==> src/rtl/led_pwm_pkg.sv <==
// led_pwm_pkg: shared constants and helpers for the LED PWM output bank.
//   LED_DUTY_W  default width of one duty code
//   LED_PERIOD  default clk1k ticks per PWM period
//   DUTY_OFF    code meaning "always off"
//   DUTY_FULL   code meaning "always on" (equals the period)
//   duty_sat()  clamps an incoming code to the full-on value
package led_pwm_pkg;
  localparam int LED_DUTY_W = 4;
  localparam int LED_PERIOD = 10;
  localparam int DUTY_OFF   = 0;
  localparam int DUTY_FULL  = LED_PERIOD;

  function automatic int duty_sat(input int code, input int full = DUTY_FULL);
    return (code > full) ? full : code;
  endfunction
endpackage

==> src/rtl/led_pwm_chan.sv <==
// led_pwm_chan: one LED group. Holds the shadow (captured) and active (in use)
// duty codes and drives the registered PWM output.
//   Build option: LED_RAMP_EN -- active steps one code per boundary toward
//   the target instead of jumping.
// Ports:
//   clk1k, RESET   PWM tick clock, async active-low reset
//   enable         PWM running
//   cnt            shared phase counter (value before increment)
//   boundary       this edge is a period boundary (or PWM disabled)
//   load, duty_in  capture strobe and raw code for this group
//   done           active will equal the target after this edge
//   led_out        registered PWM drive
module led_pwm_chan
  import led_pwm_pkg::*;
#(
  parameter int PERIOD = LED_PERIOD,
  parameter int DUTY_W = LED_DUTY_W
) (
  input  logic              clk1k,
  input  logic              RESET,
  input  logic              enable,
  input  logic [DUTY_W-1:0] cnt,
  input  logic              boundary,
  input  logic              load,
  input  logic [DUTY_W-1:0] duty_in,
  output logic              done,
  output logic              led_out
);
  logic [DUTY_W-1:0] shadow_q, shadow_d;
  logic [DUTY_W-1:0] active_q, active_d;
  logic [DUTY_W-1:0] code_sat, target;
  logic              led_q, led_d;

  always_comb begin
    code_sat = DUTY_W'(duty_sat(int'(duty_in), PERIOD));
    shadow_d = load ? code_sat : shadow_q;
    // A load on a boundary edge bypasses the shadow as the target.
    target   = load ? code_sat : shadow_q;
    active_d = active_q;
    if (boundary) begin
`ifdef LED_RAMP_EN
      if (active_q < target)      active_d = active_q + 1'b1;
      else if (active_q > target) active_d = active_q - 1'b1;
`else
      active_d = target;
`endif
    end
    done  = (active_d == target);
    led_d = enable && (cnt < active_q);
  end

  always_ff @(posedge clk1k or negedge RESET) begin
    if (!RESET) begin
      shadow_q <= DUTY_W'(DUTY_OFF);
      active_q <= DUTY_W'(DUTY_OFF);
      led_q    <= 1'b0;
    end else begin
      shadow_q <= shadow_d;
      active_q <= active_d;
      led_q    <= led_d;
    end
  end

  assign led_out = led_q;
endmodule

==> src/rtl/led_pwm_bank.sv <==
// led_pwm_bank: turns per-group duty codes into low-frequency PWM on clk1k.
// Duty loads are double-buffered and take effect only on period boundaries.
//   Build option: LED_RAMP_EN -- codes ramp one step per boundary.
// Ports:
//   clk1k, RESET   1 kHz tick clock, async active-low reset
//   enable         1 = PWM running, 0 = outputs off and counter parked
//   duty_in        packed codes, group g at [g*DUTY_W +: DUTY_W]
//   duty_load      one-cycle capture strobe
//   load_ack       pulse when loaded codes become active
//   period_start   pulse aligned with the first led_out cycle of a period
//   led_out        registered PWM drive per group
module led_pwm_bank
  import led_pwm_pkg::*;
#(
  parameter int NGRP   = 4,
  parameter int PERIOD = LED_PERIOD,
  parameter int DUTY_W = LED_DUTY_W
) (
  input  logic                   clk1k,
  input  logic                   RESET,
  input  logic                   enable,
  input  logic [NGRP*DUTY_W-1:0] duty_in,
  input  logic                   duty_load,
  output logic                   load_ack,
  output logic                   period_start,
  output logic [NGRP-1:0]        led_out
);
  logic [DUTY_W-1:0] cnt_q, cnt_d;
  logic              pending_q, pending_d;
  logic              load_ack_q, load_ack_d;
  logic              period_start_q, period_start_d;
  logic              boundary, all_done;
  logic [NGRP-1:0]   done;

  // While disabled every edge counts as a boundary so loads land at once.
  assign boundary = !enable || (cnt_q == DUTY_W'(PERIOD-1));
  assign all_done = &done;

  always_comb begin
    cnt_d = '0;
    if (enable) cnt_d = (cnt_q == DUTY_W'(PERIOD-1)) ? '0 : cnt_q + 1'b1;

    pending_d = pending_q;
    if (duty_load) pending_d = 1'b1;
    // Without ramping all_done is always true on a boundary.
    if (boundary)  pending_d = (pending_q || duty_load) && !all_done;

    load_ack_d     = boundary && (pending_q || duty_load) && all_done;
    // Same timing as led_out: registered from the cnt==0 edge.
    period_start_d = enable && (cnt_q == '0);
  end

  always_ff @(posedge clk1k or negedge RESET) begin
    if (!RESET) begin
      cnt_q          <= '0;
      pending_q      <= 1'b0;
      load_ack_q     <= 1'b0;
      period_start_q <= 1'b0;
    end else begin
      cnt_q          <= cnt_d;
      pending_q      <= pending_d;
      load_ack_q     <= load_ack_d;
      period_start_q <= period_start_d;
    end
  end

  for (genvar g = 0; g < NGRP; g++) begin : g_chan
    led_pwm_chan #(.PERIOD(PERIOD), .DUTY_W(DUTY_W)) u_chan (
      .clk1k   (clk1k),
      .RESET   (RESET),
      .enable  (enable),
      .cnt     (cnt_q),
      .boundary(boundary),
      .load    (duty_load),
      .duty_in (duty_in[g*DUTY_W +: DUTY_W]),
      .done    (done[g]),
      .led_out (led_out[g])
    );
  end

  assign load_ack     = load_ack_q;
  assign period_start = period_start_q;
endmodule

==> config.mk <==
export PLATFORM = sky130hd
export DESIGN_NAME = led_pwm_bank
export DESIGN_NICKNAME = d
export VERILOG_FILES = /design/src/rtl/led_pwm_pkg.sv /design/src/rtl/led_pwm_chan.sv /design/src/rtl/led_pwm_bank.sv
export SDC_FILE = /design/constraint.sdc
export NUM_CORES = 1
export LEC_CHECK = 0
export BUFFER_PORTS_ARGS = -buffer_cell sky130_fd_sc_hd__buf_4
export CORE_ASPECT_RATIO = 0.7
export CORE_MARGIN = 5
export CORE_UTILIZATION = 57
export CTS_CLUSTER_SIZE = 20
export DETAILED_ROUTE_END_ITERATION = 10
export PLACE_DENSITY = 0.84
export SLEW_MARGIN = 20
export SYNTH_ARGS = -nofsm -noshare
export SYNTH_HDL_FRONTEND = slang
export SYNTH_SLANG_ARGS = --single-unit
==> constraint.sdc <==
create_clock -name clk1k -period 1.76 [get_ports clk1k]
set_clock_uncertainty 0.1 [all_clocks]
set_input_delay 0.44 -clock clk1k [delete_from_list [all_inputs] [get_ports clk1k]]
set_output_delay 0.44 -clock clk1k [all_outputs]
set_load 0.1 [all_outputs]
==> results of run 1 <==
-- sequential cells by signal (all words and copies together), names as in the netlist --
register	cells
cnt_q	4
g_chan.u_chan.active_q	16
g_chan.u_chan.led_out	4
load_ack	1
pending_q	1
period_start	1
g_chan.u_chan.shadow_q	16
-- worst max path at each step --
stage               from                            to  slack [ns]  cells after the start
2_1_floorplan   cnt_q[1]  g_chan[0].u_chan.active_q[1]        0.14                      6
3_3_place_gp   duty_load  g_chan[0].u_chan.active_q[0]        0.14                      4
3_5_place_dp   duty_load  g_chan[1].u_chan.active_q[0]        0.10                      4
4_1_cts         cnt_q[1]  g_chan[3].u_chan.active_q[1]        0.13                      6
5_1_grt         cnt_q[1]  g_chan[3].u_chan.active_q[1]        0.09                      6
6_report        cnt_q[1]  g_chan[3].u_chan.active_q[1]        0.14                      6
-- worst max-delay path, cell delays in order, from the launching register on --
cell	delay, ns
dfrtp_1	0.39
inv_1	0.08
ha_1	0.15
nand2_2	0.06
o21ai_4	0.16
buf_4	0.25
mux2_4	0.32
-- metal layers --
layer / share of wire / vias to the layer above
li1: - / 632
met1: 0.44 / 652
met2: 0.50 / 28
met3: 0.050 / 7
met4: 0.013 / 0
met5: 0 / -
-- area by class of cell --
type,count,area (sq um)
Fill cell,273,1110
Sequential cell,43,1080
Tap cell,50,62.6
Inverter,19,71.3
Multi-Input combinational cell,101,881
Clock buffer,8,100
Timing Repair Buffer,32,253
-- power by group through the flow --
stage / Clock (mW) / Sequential (mW) / Combinational [mW]
after floorplan: 0 / 1.18 / 0.380
after global placement: 0 / 1.16 / 0.515
after detailed placement: 0 / 1.16 / 0.547
after CTS: 0.694 / 1.14 / 0.551
after global routing: 0.743 / 1.15 / 0.594
final: 0.679 / 1.14 / 0.546
-- cells by family after synthesis --
group,Yosys count,share of synthesized area
muxes,20,0.140
xor gates and xnor gates,2,0.00826
DFF,43,0.507
adders and majority gates,15,0.0884
buffers and inverters,28,0.0778
and+or+nand+nor,34,0.0867
AOI/OAI and AO/OA,30,0.0920
-- through the flow --
| stage | hold WS, ns | util | worst slack (ns) |
|---|---|---|---|
| after detailed placement | 0.357 | 0.659 | 0.103 |
| after floorplan | 0.0444 | - | 0.142 |
| after global placement | 0.342 | 0.659 | 0.139 |
| after CTS | 0.0347 | 0.687 | 0.130 |
| after global routing | 0.0633 | 0.687 | 0.0882 |
| final | 0.0239 | 0.687 | 0.139 |
-- layout by cell type (no fill, tap or decap) --
| cell type | instances |
|---|---|
| a21o_1 | 4 |
| a21oi_1 | 8 |
| a31o_1 | 2 |
| a31o_2 | 2 |
| a31oi_1 | 4 |
| and2b_2 | 2 |
| buf_12 | 1 |
| buf_4 | 31 |
| clkbuf_1 | 1 |
| clkbuf_8 | 7 |
| dfrtp_1 | 43 |
| ha_1 | 15 |
| inv_1 | 19 |
| mux2_2 | 1 |
| mux2_4 | 19 |
| nand2_1 | 6 |
| nand2_2 | 1 |
| nand2b_1 | 4 |
| nand3_1 | 1 |
| nand3b_1 | 7 |
| nor2_1 | 10 |
| nor2b_1 | 2 |
| nor3_1 | 1 |
| o21a_1 | 1 |
| o21ai_0 | 7 |
| o21ai_4 | 1 |
| o22ai_1 | 1 |
| xnor2_1 | 1 |
| xor2_1 | 1 |
==> metrics.md, run 1 <==
| Metric | Value |
|---|---|
| DRT iter0 DRCs | 58 |
| H-tree Lvls | 2 |
| Outcome | completed |
| Max Cap Violations | 0 |
| Total Nets Final | 237 |
| Most used flip-flop cell after synthesis | dfrtp_1 |
| Sequential-to-total area share from yosys stat | 0.507 |
| Synth area leader | dfrtp_1 |
| Instance count of the mapped netlist | ~170 |
| RR Endpoint | g_chan[3].u_chan.active_q[1] |
| Clock slew at reported path FFs | approximately 0.080 ns |
| Pre-Repair DR Iteration Count | 4 |
| Antenna violations before repair | 0 |
| Crit end category | register |
| Net Sw Frac | 0.290 |
| Gr usage total | 0.177 |
| Synth warn | 0 |
| Post-route cell area | 2440 sq um |
| Largest net degree at the start of global routing | 44 |
| Slew Limit Headroom | 0.644 |
| IO buf count | 25 |
| Crit path kind | reg2reg |
| Max Fclk | 617 MHz |
| IO Pins | 26 |
| Worst-margin pin slew | 0.534 ns |
| Core area | 3560 sq um |
| Non-filler cells, final | 253 |
| Yosys reg bits | between 40 and 50 |
| M3 GR Usage | 0.0575 |
| Hold buffers post-CTS | 0 |
| Worst vdd ir | 617 uV |
| Most frequent cell after synthesis | dfrtp_1 |
| Leakage | 1.25 nW |
| Number of global-route vias before repair | 1,523 |
| TritonCTS clock tree | done |
| Met2 usage | 0.330 |
| First-pass GRT wire length | roughly 7000 microns |
| Syn Area/Cell | 12.3 sq um |
| Post-CTS resize count | 0 |
| Area contributors post-synth | dfrtp_1 51%, mux2_4 13%, ha_1 8.8%, inv_1 3.4%, nand3b_1 2.5% |
| Via count | 1,319 |
| Area delta synth->final | 15.2% |
| Fin. max-slew vios | 0 |
| Switching power | ~0.69 mW |
| CP startpoint kind | register |
| Met1 usage | 0.200 |
| Critical path arrival | 1.70 ns |
| Reg2reg setup slack | 0.14 ns |
| Worst-path fanout max | 10 |
| Seq pwr share | 0.483 |
| Total CTS buffers | 5 |
| Placer Congestion | between 0.7 and 0.8 |
| Residual DRC | 0 |
| Cell area power density | between 900 and 1000 nW/um^2 |
| Overall Power | about 2.4 mW |
| Hpwl dp | about 3000 microns |
| Clock sinks | 43 |
| GRT overflow | 0 |
| Synth Net Count | 207 |
| Die Y | 61.1 microns |
| FF-to-FF path depth | 6 |
| Distinct cells, synth | 28 |
| Post-synth ARST share | 1.00 |
| Power Internal | roughly 1.7 mW |
| Die area | 5060 sq um |
| Post-route ant nets | 0 |
| DP Area | 2340 sq um |
| Row count | 18 |
| Via-per-instance ratio | 5.21 |
| Synth cell count leaders | 43 x dfrtp_1, 19 x inv_1, 19 x mux2_4 |
| Final setup violation count | 0 |
| Clock network power share | 0.287 |
| # diodes | 0 |
| Comb pwr share | 0.231 |
| Final period utilization | 0.921 |
| Final Hold Fails | 0 |
| Die width | 82.9 microns |
| Post-route minimum period | around 1.6 ns |
| Setup tns final | 0 ns |
| Clock Latency Late Sink | between 0.2 and 0.3 ns |
| Starting Density | 0.596 |
| Fraction of layout cells with a size suffix above 1 | 0.320 |
| Root Buffer | clkbuf_8 |
| CP required | 1.84 ns |
| Synthesized cell area | 2120 sq um |
| Worst hold path class | in2async |
| Longest Clk Path Bufs | 2 |
| Post-CTS setup buffers | 0 |
| Wire per inst | 15.8 microns |
| RSZ-0062 raised after global routing | no |
| Post-synth EDFFs | 0 |
| Yosys top cell area share | 0.507 |
| Routed WL | 4000 microns |
| Top Usage Layer GRT | met2 |
| Worst reg2reg path startpoint | cnt_q[1] |
| Dpl cells | ~250 |
Note: power is estimated with default switching activity, not from simulation.
==> inputs of run 2 (changes only) <==
--- a/config.mk
+++ b/config.mk
@@ -6,13 +6,16 @@
 export NUM_CORES = 1
 export LEC_CHECK = 0
 export BUFFER_PORTS_ARGS = -buffer_cell sky130_fd_sc_hd__buf_4
+export CELL_PAD_IN_SITES_DETAIL_PLACEMENT = 0
+export CELL_PAD_IN_SITES_GLOBAL_PLACEMENT = 1
 export CORE_ASPECT_RATIO = 0.7
 export CORE_MARGIN = 5
-export CORE_UTILIZATION = 57
+export CORE_UTILIZATION = 37
 export CTS_CLUSTER_SIZE = 20
 export DETAILED_ROUTE_END_ITERATION = 10
-export PLACE_DENSITY = 0.84
+export PLACE_DENSITY = 0.72
 export SLEW_MARGIN = 20
 export SYNTH_ARGS = -nofsm -noshare
 export SYNTH_HDL_FRONTEND = slang
+export SYNTH_HIERARCHICAL = 1
 export SYNTH_SLANG_ARGS = --single-unit
==> run 2 against run 1 <==
Against the previous run: critical endpoint is now load_ack; largest cell class is now multi-input combinational cells; area after synthesis up 11%; critical path depth increased by 3; count of clock-buffer cells in the layout is the same; routed wire length up 12%; cell count rose by 37%; first-iteration DRC count down 57%; non-clock buffer count rose by 20.
==> metrics.md, run 2 <==
| Metric | Value |
|---|---|
| Synth Net Count | 248 |
| Instance count of the mapped netlist | 216 |
| # diodes | 0 |
| Longest Clk Path Bufs | 2 |
| Hold Slack | 0.0271 ns |
| Post-Synth Adder-Cell Area | 0.0640 |
| WP buf/inv | 2 |
| Hold buffers post-CTS | 0 |
| Total Nets Final | roughly 300 |
| Yosys top cell area share | 0.459 |
| Clock sinks | 43 |
| Wire per inst | 13.0 microns |
| Crit path kind | in2reg |
| DRT iter0 DRCs | 25 |
| Most frequent cells in the layout | 50 x buf_4, 43 x dfrtp_1, 25 x inv_1 |
| Largest delay share family, worst path | compound AO/OA/AOI/OAI gates |
| Max Fclk | 625 MHz |
| Post-route cell area | slightly below 3000 sq um |
| Area contributors post-synth | dfrtp_1 46%, ha_1 6.4%, xnor2_1 5.2%, a21oi_1 4.5%, inv_1 4.0% |
| Die Y | about 77 microns |
| Antenna violations before repair | 0 |
| Core area | 6190 sq um |
| Synth warn | 6 |
| IO buf count | 25 |
| CP required | 1.89 ns |
| Post-CTS setup buffers | 0 |
| Pre-Repair DR Iteration Count | 4 |
| Distinct cells, synth | 28 |
| Placer Congestion | 0.767 |
| Synth cell count leaders | 43 x dfrtp_1, 25 x inv_1, 21 x a21oi_1 |
| Synthesized cell area | 2350 sq um |
| Clock slew at reported path FFs | 0.08 ns |
| Crit end category | register |
| Max Cap Violations | 0 |
| First-pass GRT wire length | approximately 7800 microns |
| Worst vdd ir | 473 uV |
| Worst hold path class | in2async |
| Most common cell after layout, fill and taps aside | buf_4 |
| Fraction of layout cells with a size suffix above 1 | 0.295 |
| Post-synth ARST share | 1.00 |
| Die area | between 8000 and 9000 sq um |
| Final period utilization | 0.908 |
| Starting Density | 0.379 |
| CP max-delay cell | a31oi_2 |
| Cell Chain, Critical Path | buf_4, buf_12, nor2b_1, a31oi_2, xor2_1, a41o_1, nand4_1, a21oi_2, and2b_1 |
| Largest net degree at the start of global routing | between 40 and 50 |
| RSZ-0062 raised after global routing | no |
| Area delta synth->final | 23.7% |
| Final Hold Fails | 0 |
| Most frequent cell after synthesis | dfrtp_1 |
| GRT overflow | 0 |
| DP Area | about 2800 sq um |
| Hpwl dp | 3390 microns |
| Yosys reg bits | 43 |
| Residual DRC | 0 |
| WP depth | 9 |
| Post-synthesis xor/xnor area fraction | 0.0672 |
| Via-per-instance ratio | between 4 and 5 |
| Die width | ~110 microns |
| Syn Area/Cell | 10.9 sq um |
| Gr usage total | 0.122 |
| Number of global-route vias before repair | between 1,500 and 2,000 |
| Pre-CTS setup slack | -0.163 ns |
| Post-route setup slack | 0.161 ns |
| Most used flip-flop cell after synthesis | dfrtp_1 |
| Fin util | 0.469 |
| Synth area leader | dfrtp_1 |
| Total CTS buffers | 5 |
| Cell area power density | 856 nW/um^2 |
| Overall Power | 2.48 mW |
| TritonCTS clock tree | done |
| Final setup violation count | 0 |
| Fraction of synthesized area in multiplexers | 0.0619 |
| Leakage | roughly 1.4 nW |
| Simple-gate share of the synthesized area | 0.119 |
| Root Buffer | clkbuf_8 |
| Fin. max-slew vios | 0 |
| Synth Area in Compound Gates | 0.163 |
| FF-to-FF path depth | 7 |
| Clock Latency Late Sink | approximately 0.29 ns |
| Worst-margin pin slew | 0.555 ns |
| H-tree Lvls | 2 |
| Post-route minimum period | 1.60 ns |
| Worst-path fanout max | 14 |
| Crit path largest cell delay | 0.20 ns |
| CP startpoint kind | input port |
| Main combinational cell family by area after synthesis | compound AO/OA/AOI/OAI gates |
| IO Pins | 26 |
| Sequential-to-total area share from yosys stat | 0.459 |
| Biggest regs | g_chan.u_chan/active_q (16), g_chan.u_chan/shadow_q (16) |
| Via count | 1,600 |
| Post-route ant nets | 0 |
| Post-synth EDFFs | 0 |
| Slew Limit Headroom | 0.630 |
| Row count | 24 |
| Routed WL | 4490 microns |
| Outcome | completed |
| Critical path arrival | 1.73 ns |
## run 2: routing by layer
layer  GRT usage  part of all wire
met1       0.177              0.53
met2       0.175              0.41
met3      0.0347             0.046
met4      0.0383             0.012
met5           0                 0
## run 2: what timing repair did
item                                   in CTS  in global routing
setup endpoints to repair                   0                  2
resized for setup                           0                  1
endpoints found under the hold margin       0                  0
## run 2: path summary, 6_finish.rpt
check                                                to                         start  slack (ns)
max in group asynchronous  g_chan[0].u_chan/shadow_q[2]                         RESET        1.14
min                        g_chan[2].u_chan/active_q[2]                         RESET        0.03
max reg2reg                                    load_ack  g_chan[1].u_chan/shadow_q[0]        0.16
min in group clk1k         g_chan[0].u_chan/shadow_q[0]                    duty_in[0]        0.31
min reg2reg                                   pending_q                     pending_q        0.39
max                                            load_ack                     duty_load        0.16
## run 2: logic make-up (layout without fill, tap and decap cells)
family / Yosys count / count (layout)
buffers and inverters: 33 / 85
multiplexers: 8 / 8
adder cells (fa/ha/maj): 12 / 12
AND/OR/NAND/NOR: 50 / 50
flip-flops: 43 / 43
AO/OA/AOI/OAI: 52 / 52
XOR/XNOR: 18 / 18
## run 2: metrics by stage
stage,TNS [ns],std cells
after floorplan,0,216
after global placement,-0.225,338
after detailed placement,-0.284,338
after CTS,0,346
after global routing,0,346
final,0,346
## run 2: layout make-up
type                       count  area, sq um
timing repair buffer          52          415
sequential                    43         1080
inverter                      25         93.8
multi-input combinational    140         1120
clock buffer                   8          100
tap                           78         97.6
fill                         605         3280
## run 2: power by group
| part | internal [mW] | switching [mW] | leakage (nW) | total [mW] |
|---|---|---|---|---|
| clock | 0.358 | 0.333 | 0.0515 | 0.691 |
| combinational | 0.297 | 0.362 | 0.871 | 0.658 |
| sequential | 1.08 | 0.0510 | 0.516 | 1.13 |
| total | 1.74 | 0.746 | 1.44 | 2.48 |
==> inputs of run 3 (changes only) <==
--- a/config.mk
+++ b/config.mk
@@ -8,12 +8,12 @@
 export BUFFER_PORTS_ARGS = -buffer_cell sky130_fd_sc_hd__buf_4
 export CELL_PAD_IN_SITES_DETAIL_PLACEMENT = 0
 export CELL_PAD_IN_SITES_GLOBAL_PLACEMENT = 1
-export CORE_ASPECT_RATIO = 0.7
+export CORE_ASPECT_RATIO = 1.4
 export CORE_MARGIN = 5
-export CORE_UTILIZATION = 37
+export CORE_UTILIZATION = 46
 export CTS_CLUSTER_SIZE = 20
 export DETAILED_ROUTE_END_ITERATION = 10
-export PLACE_DENSITY = 0.72
+export PLACE_DENSITY = 0.85
 export SLEW_MARGIN = 20
 export SYNTH_ARGS = -nofsm -noshare
 export SYNTH_HDL_FRONTEND = slang
==> run 3 against run 2 <==
Against the previous run: register-to-register slack improved by 0.04 ns; sequential power about the same; largest cell class unchanged; worst setup slack improved by 0.012 ns; routed wire length decreased by 1.3%; count of clock-buffer cells in the layout decreased by 1; die area fell by 17%; utilization is 12 points higher; global-route usage increased by 2.6 points; highest routed layer unchanged; largest power group unchanged; clock power is 0.6% higher.
==> metrics.md, run 3 (synthesis gave the netlist of run 2 again) <==
| Metric | Value |
|---|---|
| Via-per-instance ratio | roughly 5 |
| Via count | 1,665 |
| Worst hold path class | in2async |
| Routed WL | 4440 microns |
| Starting Density | 0.477 |
| Fraction of layout cells with a size suffix above 1 | 0.306 |
| Worst reg2reg path startpoint | g_chan[0].u_chan/shadow_q[0] |
| Crit end category | register |
| Worst vdd ir | around 480 uV |
| Most frequent cells in the layout | 53 x buf_4, 43 x dfrtp_1, 25 x inv_1 |
| Total CTS buffers | 5 |
| Number of global-route vias before repair | 1,671 |
| Met1 usage | 0.180 |
| Most common cell after layout, fill and taps aside | buf_4 |
| Post-route setup slack | 0.173 ns |
| RR Endpoint | load_ack |
| Cell area power density | 858 nW/um^2 |
| FF-to-FF path depth | 7 |
| Placer Congestion | 0.758 |
| CP startpoint kind | input port |
| Leakage | 1.45 nW |
| Total Nets Final | between 300 and 400 |
| Residual DRC | 0 |
| Final setup violation count | 0 |
| Outcome | completed |
| Area delta synth->final | 24.1% |
| Pre-Repair DR Iteration Count | 4 |
| Crit path kind | in2reg |
| Worst-path fanout max | 14 |
| GRT overflow | 0 |
| Hold Slack | 0.0319 ns |
| Post-route minimum period | 1.59 ns |
| DP Area | 2800 sq um |
| Biggest regs | g_chan.u_chan/active_q (16), g_chan.u_chan/shadow_q (16) |
| Max Fclk | 630 MHz |
| Reg area | 1080 sq um |
| Row count | 30 |
| RSZ-0062 raised after global routing | no |
| Die Y | 94.5 microns |
| Wire per inst | 13.2 microns |
| M3 GR Usage | 0.0266 |
| Longest Clk Path Bufs | 2 |
| Hpwl dp | between 3000 and 4000 microns |
| DRT iter0 DRCs | 68 |
| TritonCTS clock tree | done |
| H-tree Lvls | 2 |
| Clock sinks | 43 |
| Clock slew at reported path FFs | about 0.080 ns |
| Filler instances | around 430 |
| CP required | 1.90 ns |
| First-pass GRT wire length | just under 8000 microns |
| Overall Power | between 2 and 2.5 mW |
| Antenna violations before repair | 0 |
| Max Cap Violations | 0 |
| Multi-input logic area | 1120 sq um |
| Core area | 4920 sq um |
| Post-route cell area | around 2900 sq um |
| Post-CTS setup buffers | 0 |
| Die width | approximately 70 microns |
| Fin. max-slew vios | 0 |
| # diodes | 0 |
| Largest net degree at the start of global routing | 44 |
| IO Pins | 26 |
| Final Hold Fails | 0 |
| Reg2reg setup slack | around 0.2 ns |
| Root Buffer | clkbuf_8 |
| Final period utilization | 0.902 |
| Top Usage Layer GRT | met2 |
| Die area | 6650 sq um |
| Post-route ant nets | 0 |
| Clock Latency Late Sink | 0.30 ns |
| Met2 usage | 0.248 |
| IO buf count | 25 |
| Worst-margin pin slew | 0.548 ns |
| Slew Limit Headroom | 0.635 |
| Gr usage total | 0.148 |
| Pre-CTS setup slack | -0.127 ns |
| Critical path arrival | 1.73 ns |
| Fin util | 0.592 |
[run 3: cell types whose count changed in the layout (fill, tap and decap cells not counted)]
cell        change
clkinvlp_4      +1
buf_4           +3
clkbuf_1        -1
[run 3: worst max-delay path by stage]
| stage | startpoint | end | slack (ns) | depth (start not counted) |
|---|---|---|---|---|
| final | duty_load | load_ack | 0.17 | 8 |
| after global routing | g_chan[3].u_chan/shadow_q[0] | load_ack | 0.08 | 7 |
| after CTS | cnt_q[2] | load_ack | 0.09 | 6 |
| after detailed placement | duty_load | load_ack | -0.13 | 9 |
| after global placement | duty_load | load_ack | -0.13 | 8 |
| after floorplan | cnt_q[2] | load_ack | 0.03 | 7 |
[run 3: cell type report]
type | instances | area share
Clock buffer | 7 | 0.0331
Clock inverter | 1 | 0.00258
Inverter | 25 | 0.0322
Multi-Input combinational cell | 140 | 0.384
Sequential cell | 43 | 0.370
Tap cell | 64 | 0.0275
Timing Repair Buffer | 55 | 0.150
[run 3: worst max-delay path, cell delays in order]
cell	delay, ns
buf_4	0.13
buf_12	0.17
mux2i_4	0.27
xnor2_1	0.16
a41o_1	0.19
nand4_1	0.11
a21oi_2	0.13
and2b_1	0.13
[run 3: metal layers]
| metal | up-vias | wire length (microns) |
|---|---|---|
| met2 | 31 | 2230 |
| li1 | 820 | - |
| met3 | 9 | 175 |
| met1 | 805 | 1900 |
| met4 | 0 | 129 |
| met5 | - | 0 |
[run 3: metrics by stage]
stage	TNS [ns]	instances
global route	0	335
global placement	-0.237	327
finish	0	335
floorplan	0	216
CTS	0	335
detailed placement	-0.239	327
[run 3: where the power goes]
| group | total (mW) | switching [mW] | internal (mW) | leakage, nW |
|---|---|---|---|---|
| Clock | 0.695 | 0.338 | 0.357 | 0.0505 |
| Combinational | 0.666 | 0.363 | 0.303 | 0.886 |
| Sequential | 1.14 | 0.0525 | 1.08 | 0.516 |
[run 3: timing repair]
item / CTS / global route
hold buffers: 0 / 0
gates resized for setup: 0 / 1
endpoints found under the setup margin: 0 / 2
